--- src/rtl/cnn_pkg.sv ---
// Shared types and layer geometry for the CNN layer sequencer.
package cnn_pkg;

  typedef enum logic [2:0] {
    ST_IDLE   = 3'd0,
    ST_LOAD_I = 3'd1,
    ST_LOAD_W = 3'd2,
    ST_CONV   = 3'd3,
    ST_DONE   = 3'd4
  } state_t;

  localparam int IMG_AW = 10;
  localparam int WGT_AW = 5;

  // Eight entries so a 3-bit layer index can never run off the table; unused rows repeat the last layer.
  localparam int TABLE_DEPTH = 8;

  localparam logic [5:0] LAYER_W [TABLE_DEPTH] = '{6'd32, 6'd28, 6'd24, 6'd24, 6'd24, 6'd24, 6'd24, 6'd24};
  localparam logic [5:0] LAYER_H [TABLE_DEPTH] = '{6'd32, 6'd28, 6'd24, 6'd24, 6'd24, 6'd24, 6'd24, 6'd24};
  localparam logic [4:0] LAYER_C [TABLE_DEPTH] = '{5'd1,  5'd6,  5'd6,  5'd6,  5'd6,  5'd6,  5'd6,  5'd6};

  function automatic logic [11:0] img_words(input logic [5:0] w, input logic [5:0] h);
    return {6'd0, w} * {6'd0, h};
  endfunction

endpackage

--- src/rtl/cnn_edge_sync.sv ---
// Two-flop synchroniser with rising-edge detect for engine status lines.
module cnn_edge_sync (
  input  logic clk,
  input  logic rst_n,
  input  logic din,
  output logic rise
);

  logic [1:0] sync_r;

  // Shift the asynchronous level through two flops.
  always_ff @(posedge clk or negedge rst_n) begin
    if (!rst_n) begin
      sync_r <= 2'b00;
    end else begin
      sync_r <= {sync_r[0], din};
    end
  end

  assign rise = sync_r[0] & ~sync_r[1];

endmodule

--- src/rtl/cnn_layer_sched.sv ---
// Layer sequencer: loads image/weight RAMs from the host stream and hands each layer to the conv engine.
module cnn_layer_sched
  import cnn_pkg::*;
#(
  parameter int NUM_LAYERS = 3,
  parameter int WGT_WORDS  = 25,
  parameter int DW         = 128
) (
  input  logic              clk,
  input  logic              rst_n,
  input  logic              start,
  input  logic              s_valid,
  output logic              s_ready,
  input  logic [DW-1:0]     s_data,
  output logic              convStart,
  input  logic              convFinish,
  output logic [2:0]        cnn_state,
  output logic [5:0]        W,
  output logic [5:0]        H,
  output logic [4:0]        C,
  output logic              done,
  output logic              ramImage_en,
  output logic              ramImage_we,
  output logic [IMG_AW-1:0] ramImage_addrW,
  output logic [DW-1:0]     ramImage_din,
  output logic              ramWeight_en,
  output logic              ramWeight_we,
  output logic [WGT_AW-1:0] ramWeight_addrW,
  output logic [DW-1:0]     ramWeight_din
);

  state_t              state_r, state_nxt;
  logic [2:0]          layer_r, layer_nxt;
  logic [IMG_AW-1:0]   cnt_r, cnt_nxt;
  logic                fin_evt_s, accept_s, img_last_s, wgt_last_s, last_layer_s;
  logic [2:0]          next_layer_s;
  logic                conv_start_nxt, done_nxt, img_wr_r, img_wr_nxt, wgt_wr_r, wgt_wr_nxt;
  logic [2:0]          cnn_state_nxt;
  logic [5:0]          w_nxt, h_nxt;
  logic [4:0]          c_nxt;
  logic [IMG_AW-1:0]   img_addr_nxt;
  logic [WGT_AW-1:0]   wgt_addr_nxt;
  logic [DW-1:0]       img_din_nxt, wgt_din_nxt;

  cnn_edge_sync u_fin_sync (
    .clk   (clk),
    .rst_n (rst_n),
    .din   (convFinish),
    .rise  (fin_evt_s)
  );

  assign s_ready      = (state_r == ST_LOAD_I) || (state_r == ST_LOAD_W);
  assign accept_s     = s_valid & s_ready;
  assign img_last_s   = ({2'b00, cnt_r} == (img_words(W, H) - 12'd1));
  assign wgt_last_s   = (cnt_r == IMG_AW'(WGT_WORDS - 1));
  assign last_layer_s = (layer_r == 3'(NUM_LAYERS - 1));
  assign next_layer_s = layer_r + 3'd1;

  assign ramImage_en  = img_wr_r;
  assign ramImage_we  = img_wr_r;
  assign ramWeight_en = wgt_wr_r;
  assign ramWeight_we = wgt_wr_r;

  // State register.
  always_ff @(posedge clk or negedge rst_n) begin
    if (!rst_n) begin
      state_r <= ST_IDLE;
    end else begin
      state_r <= state_nxt;
    end
  end

  // Next-state logic; only layer 0 passes through the image load.
  always_comb begin
    state_nxt = state_r;
    case (state_r)
      ST_IDLE:   if (start) state_nxt = ST_LOAD_I; else state_nxt = ST_IDLE;
      ST_LOAD_I: if (accept_s && img_last_s) state_nxt = ST_LOAD_W; else state_nxt = ST_LOAD_I;
      ST_LOAD_W: if (accept_s && wgt_last_s) state_nxt = ST_CONV; else state_nxt = ST_LOAD_W;
      ST_CONV: begin
        if (fin_evt_s) begin
          if (last_layer_s) state_nxt = ST_DONE; else state_nxt = ST_LOAD_W;
        end else begin
          state_nxt = ST_CONV;
        end
      end
      ST_DONE:   state_nxt = ST_IDLE;
      default:   state_nxt = ST_IDLE;
    endcase
  end

  // Next values of the registered outputs and datapath counters.
  always_comb begin
    layer_nxt      = layer_r;
    cnt_nxt        = cnt_r;
    conv_start_nxt = convStart;
    done_nxt       = 1'b0;
    cnn_state_nxt  = cnn_state;
    w_nxt          = W;
    h_nxt          = H;
    c_nxt          = C;
    img_wr_nxt     = 1'b0;
    img_addr_nxt   = ramImage_addrW;
    img_din_nxt    = ramImage_din;
    wgt_wr_nxt     = 1'b0;
    wgt_addr_nxt   = ramWeight_addrW;
    wgt_din_nxt    = ramWeight_din;
    case (state_r)
      ST_IDLE: begin
        if (start) begin
          layer_nxt     = 3'd0;
          cnt_nxt       = {IMG_AW{1'b0}};
          cnn_state_nxt = 3'd1;
          w_nxt         = LAYER_W[0];
          h_nxt         = LAYER_H[0];
          c_nxt         = LAYER_C[0];
        end else begin
          layer_nxt = layer_r;
        end
      end
      ST_LOAD_I: begin
        if (accept_s) begin
          img_wr_nxt   = 1'b1;
          img_addr_nxt = cnt_r;
          img_din_nxt  = s_data;
          if (img_last_s) cnt_nxt = {IMG_AW{1'b0}}; else cnt_nxt = cnt_r + 10'd1;
        end else begin
          cnt_nxt = cnt_r;
        end
      end
      ST_LOAD_W: begin
        if (accept_s) begin
          wgt_wr_nxt   = 1'b1;
          wgt_addr_nxt = cnt_r[WGT_AW-1:0];
          wgt_din_nxt  = s_data;
          if (wgt_last_s) begin
            cnt_nxt        = {IMG_AW{1'b0}};
            conv_start_nxt = 1'b1;
          end else begin
            cnt_nxt = cnt_r + 10'd1;
          end
        end else begin
          cnt_nxt = cnt_r;
        end
      end
      ST_CONV: begin
        if (fin_evt_s) begin
          conv_start_nxt = 1'b0;
          if (!last_layer_s) begin
            layer_nxt     = next_layer_s;
            cnn_state_nxt = next_layer_s + 3'd1;
            w_nxt         = LAYER_W[next_layer_s];
            h_nxt         = LAYER_H[next_layer_s];
            c_nxt         = LAYER_C[next_layer_s];
          end else begin
            layer_nxt = layer_r;
          end
        end else begin
          conv_start_nxt = convStart;
        end
      end
      ST_DONE: begin
        done_nxt      = 1'b1;
        cnn_state_nxt = 3'd0;
      end
      default: begin
        done_nxt = 1'b0;
      end
    endcase
  end

  // Output and datapath registers.
  always_ff @(posedge clk or negedge rst_n) begin
    if (!rst_n) begin
      layer_r         <= 3'd0;
      cnt_r           <= {IMG_AW{1'b0}};
      convStart       <= 1'b0;
      done            <= 1'b0;
      cnn_state       <= 3'd0;
      W               <= 6'd0;
      H               <= 6'd0;
      C               <= 5'd0;
      img_wr_r        <= 1'b0;
      ramImage_addrW  <= {IMG_AW{1'b0}};
      ramImage_din    <= {DW{1'b0}};
      wgt_wr_r        <= 1'b0;
      ramWeight_addrW <= {WGT_AW{1'b0}};
      ramWeight_din   <= {DW{1'b0}};
    end else begin
      layer_r         <= layer_nxt;
      cnt_r           <= cnt_nxt;
      convStart       <= conv_start_nxt;
      done            <= done_nxt;
      cnn_state       <= cnn_state_nxt;
      W               <= w_nxt;
      H               <= h_nxt;
      C               <= c_nxt;
      img_wr_r        <= img_wr_nxt;
      ramImage_addrW  <= img_addr_nxt;
      ramImage_din    <= img_din_nxt;
      wgt_wr_r        <= wgt_wr_nxt;
      ramWeight_addrW <= wgt_addr_nxt;
      ramWeight_din   <= wgt_din_nxt;
    end
  end

endmodule

--- config.mk ---
export PLATFORM = sky130hd
export DESIGN_NAME = cnn_layer_sched
export DESIGN_NICKNAME = d
export VERILOG_FILES = /design/src/rtl/cnn_pkg.sv /design/src/rtl/cnn_edge_sync.sv /design/src/rtl/cnn_layer_sched.sv
export SDC_FILE = /design/constraint.sdc
export NUM_CORES = 1
export LEC_CHECK = 0
export ABC_AREA = 1
export CAP_MARGIN = 15
export CORE_MARGIN = 4
export CORE_UTILIZATION = 46
export CTS_BUF_LIST = sky130_fd_sc_hd__clkbuf_8
export CTS_CLUSTER_DIAMETER = 100
export DETAILED_ROUTE_END_ITERATION = 8
export PLACE_DENSITY_LB_ADDON = 0.2
export SYNTH_ARGS = -nofsm -noshare
export SYNTH_HDL_FRONTEND = slang
export SYNTH_SLANG_ARGS = --single-unit
--- constraint.sdc ---
create_clock -name clk -period 3.55 [get_ports clk]
set_clock_uncertainty 0.05 [all_clocks]
set_input_delay 0.5325 -clock clk [delete_from_list [all_inputs] [get_ports clk]]
set_output_delay 0.5325 -clock clk [all_outputs]
set_load 0.1 [all_outputs]
==> results.cfg <==
[floorplanning]
rows = 58
fp.dieArea_um2 = 28700
initial_utilization_pct = 47.1
dieHeight_um = 169
core_um2 = 25400
pin_count = 431
chipWidth_um = 169

[setup_path]
cp.arrival_ns = 3.22
cpMaxStageDelayCell = dfrtp_1
worstSetupStartpointType = flip-flop
crit_chain = nand2_1, nand2_1, o21ai_0, ha_1, inv_1, fa_1, xor2_1, nand3_1, nor2_1, nand3_1, nand2_1, nand3_2, nand2_1, inv_1
cp_common_cell = nand2_1
crit_path_max_incr_delay_ns = 0.60
path_max_fanout = 15
worst-setup-path-type = flip-flop to flip-flop
required_ns = 3.93
endpoint_kind = flip-flop

[clock_tree]
cts_sinks = 299
clock_latency_ns = 0.54
cts_setup_buffers = 0
cts_tree = done
clk_pin_slew_ns = 0.06
cts_buffers = 50
root_buffer = clkbuf_8
clock_path_buffers = 3
h-tree-depth = 2

[sta]
hold_viol_final = 0
max_slew_margin_pct = 27.3
setup_slack_ns = 0.717
tightest_slew_ns = 1.09
finalCritPeriodShare_pct = 79.8
slew_violations = 0
fin_setup_tns_ns = 0
setup_viol = 0
period_minus_slack_ns = 2.83
rsz0062_at_grt = false
fmax_mhz = 353

[grt]
grt_usage_pct = 24.2
antenna_found_initial = 8
grt_pass1_vias = 10100
gr-total-overflow = 0
grt_pass1_wl_um = 55500
grt_max_degree = 105

[detailed_routing]
antenna_left = 0
wl_per_cell_um = 17.2
route.detailed.drc = 0
viasPerCell = 4.80
drt_iter0_markers = 643
route.final.wire_length_um = 35600
vias = 9955
drt_first_pass_iters = 4

[layout]
final_cell_mix = clkdlybuf4s50_1 (411), nand2_1 (334), dfrtp_1 (299), o21ai_0 (268), inv_1 (191)
layout_commonest_cell = clkdlybuf4s50_1
syn2layout_area_growth_pct = 46.0
drive_gt1_share_pct = 7.20
nNetsFinal = 1843

[synth]
synthCells = 1276
synth_top_cell_by_area = dfrtp_1
syn_area_per_cell_um2 = 9.38
synth-seq-cells = 299
synth-edff-count = 0
ys.flop_type = dfrtp_1
synth_seq_area_share_pct = 62.5
ys_warn_count = 0
ys_top_cells_by_area = dfrtp_1 (63%), o21ai_0 (11%), nand2_1 (10%), inv_1 (5.5%), ha_1 (1.5%)
synth_cell_types = 37
synthArstFlopShare_pct = 100
syn_area_um2 = 12000
synth_top_area_share_pct = 62.5

[hold_path]
min_path_type = flip-flop to flip-flop

[power]
total_power_uw = 9990
leakagePower_uw = 0.00847
power_density_nw_per_um2 = 572
peakVddDrop_uv = 389

[placed_design]
pre_cts_ws_ns = 0.707
routabilityCongestion = 0.837
io_buffer_count = 424
dpl.hpwl_um = 26300

[status]
status = completed

[run]
maxCapViolations = 0
[metrics by stage]
step | instances | hold slack [ns] | util (%) | cell area (µm²)
global placement | 1972 | 0.308 | 64.5 | 16400
CTS | 2065 | 0.327 | 68.7 | 17500
finish | 2073 | 0.317 | 68.8 | 17500
detailed placement | 1972 | 0.317 | 64.5 | 16400
global route | 2072 | 0.339 | 68.8 | 17500
floorplan | 1282 | 0.187 | - | 12000
[synthesized netlist by cell type (all sizes together), types with 5 or more instances]
library cell and count:
clkbuf 26, ha 14, nor2 26, a21oi 5, nand2 339, dfrtp 299
nand3 19, buf 51, inv 182, nor3 6, xor2 8, o21ai 287
[power by group]
part	switching, µW	internal [µW]
logic	2360	682
registers	172	3680
clock network	1360	1740
total	3890	6100
[sequential cells by signal, summed over array words and instances (netlist names), 2 cells and up]
signal,count
C,2
ramImage_addrW,10
layer_r,3
state_r,3
ramImage_din,128
u_fin_sync.sync_r,2
ramWeight_din,128
cnn_state,3
ramWeight_addrW,5
cnt_r,10
[kinds of logic after synthesis]
logic type	count (synthesis)	share of synthesized area (%)
AND/OR/NAND/NOR	393	13.2
adder cells (fa/ha/maj)	15	1.63
buffers and inverters	259	9.20
other	2	0.0627
flip-flops	299	62.5
AO/OA/AOI/OAI	298	12.7
XOR/XNOR	10	0.732
[what timing repair did]
| action | CTS | global route |
|---|---|---|
| resized for setup | 0 | 0 |
| endpoints found under the hold margin | 73 | 0 |
| hold buffers | 1 | 0 |
[final timing paths]
| check | from | end | slack, ns | cells after the start |
|---|---|---|---|---|
| max in group asynchronous | rst_n | ramImage_din[43]$_DFFE_PN0P_ | 1.99 | 3 |
| min | u_fin_sync.sync_r[0]$_DFF_PN0_ | u_fin_sync.sync_r[1]$_DFF_PN0_ | 0.32 | 0 |
| max reg2reg | C[1]$_DFFE_PN0P_ | cnt_r[5]$_DFFE_PN0P_ | 0.72 | 14 |
| min reg2reg | u_fin_sync.sync_r[0]$_DFF_PN0_ | u_fin_sync.sync_r[1]$_DFF_PN0_ | 0.32 | 0 |
| min in group asynchronous | rst_n | ramWeight_din[32]$_DFFE_PN0P_ | 0.51 | 2 |
| max | C[1]$_DFFE_PN0P_ | cnt_r[5]$_DFFE_PN0P_ | 0.72 | 14 |
[metal layers]
layer | up-vias | global-route usage (%) | wire [µm]
li1 | 4826 | - | -
met1 | 4693 | 29.3 | 13900
met2 | 351 | 40.5 | 17500
met3 | 83 | 6.03 | 2610
met4 | 2 | 12.1 | 1540
met5 | - | 0 | 13
[final cells by class]
cell class / count / area [µm²]
Fill cell: 2037 / 7930
Sequential cell: 299 / 7480
Timing Repair Buffer: 438 / 4400
Multi-Input combinational cell: 724 / 3410
Clock buffer: 66 / 908
Inverter: 182 / 693
Tap cell: 330 / 413
Clock inverter: 26 / 145
Antenna cell: 8 / 20.0
[worst max-delay path, delay by kind of cell, from the launching register on]
family | cells | cell delay (ns)
flops | 1 | 0.60
compound gates | 1 | 0.09
buf+inv | 2 | 0.10
simple gates | 8 | 0.88
xor+xnor | 1 | 0.14
fa+ha+maj | 2 | 0.86
Note: power is estimated with default switching activity, not from simulation.
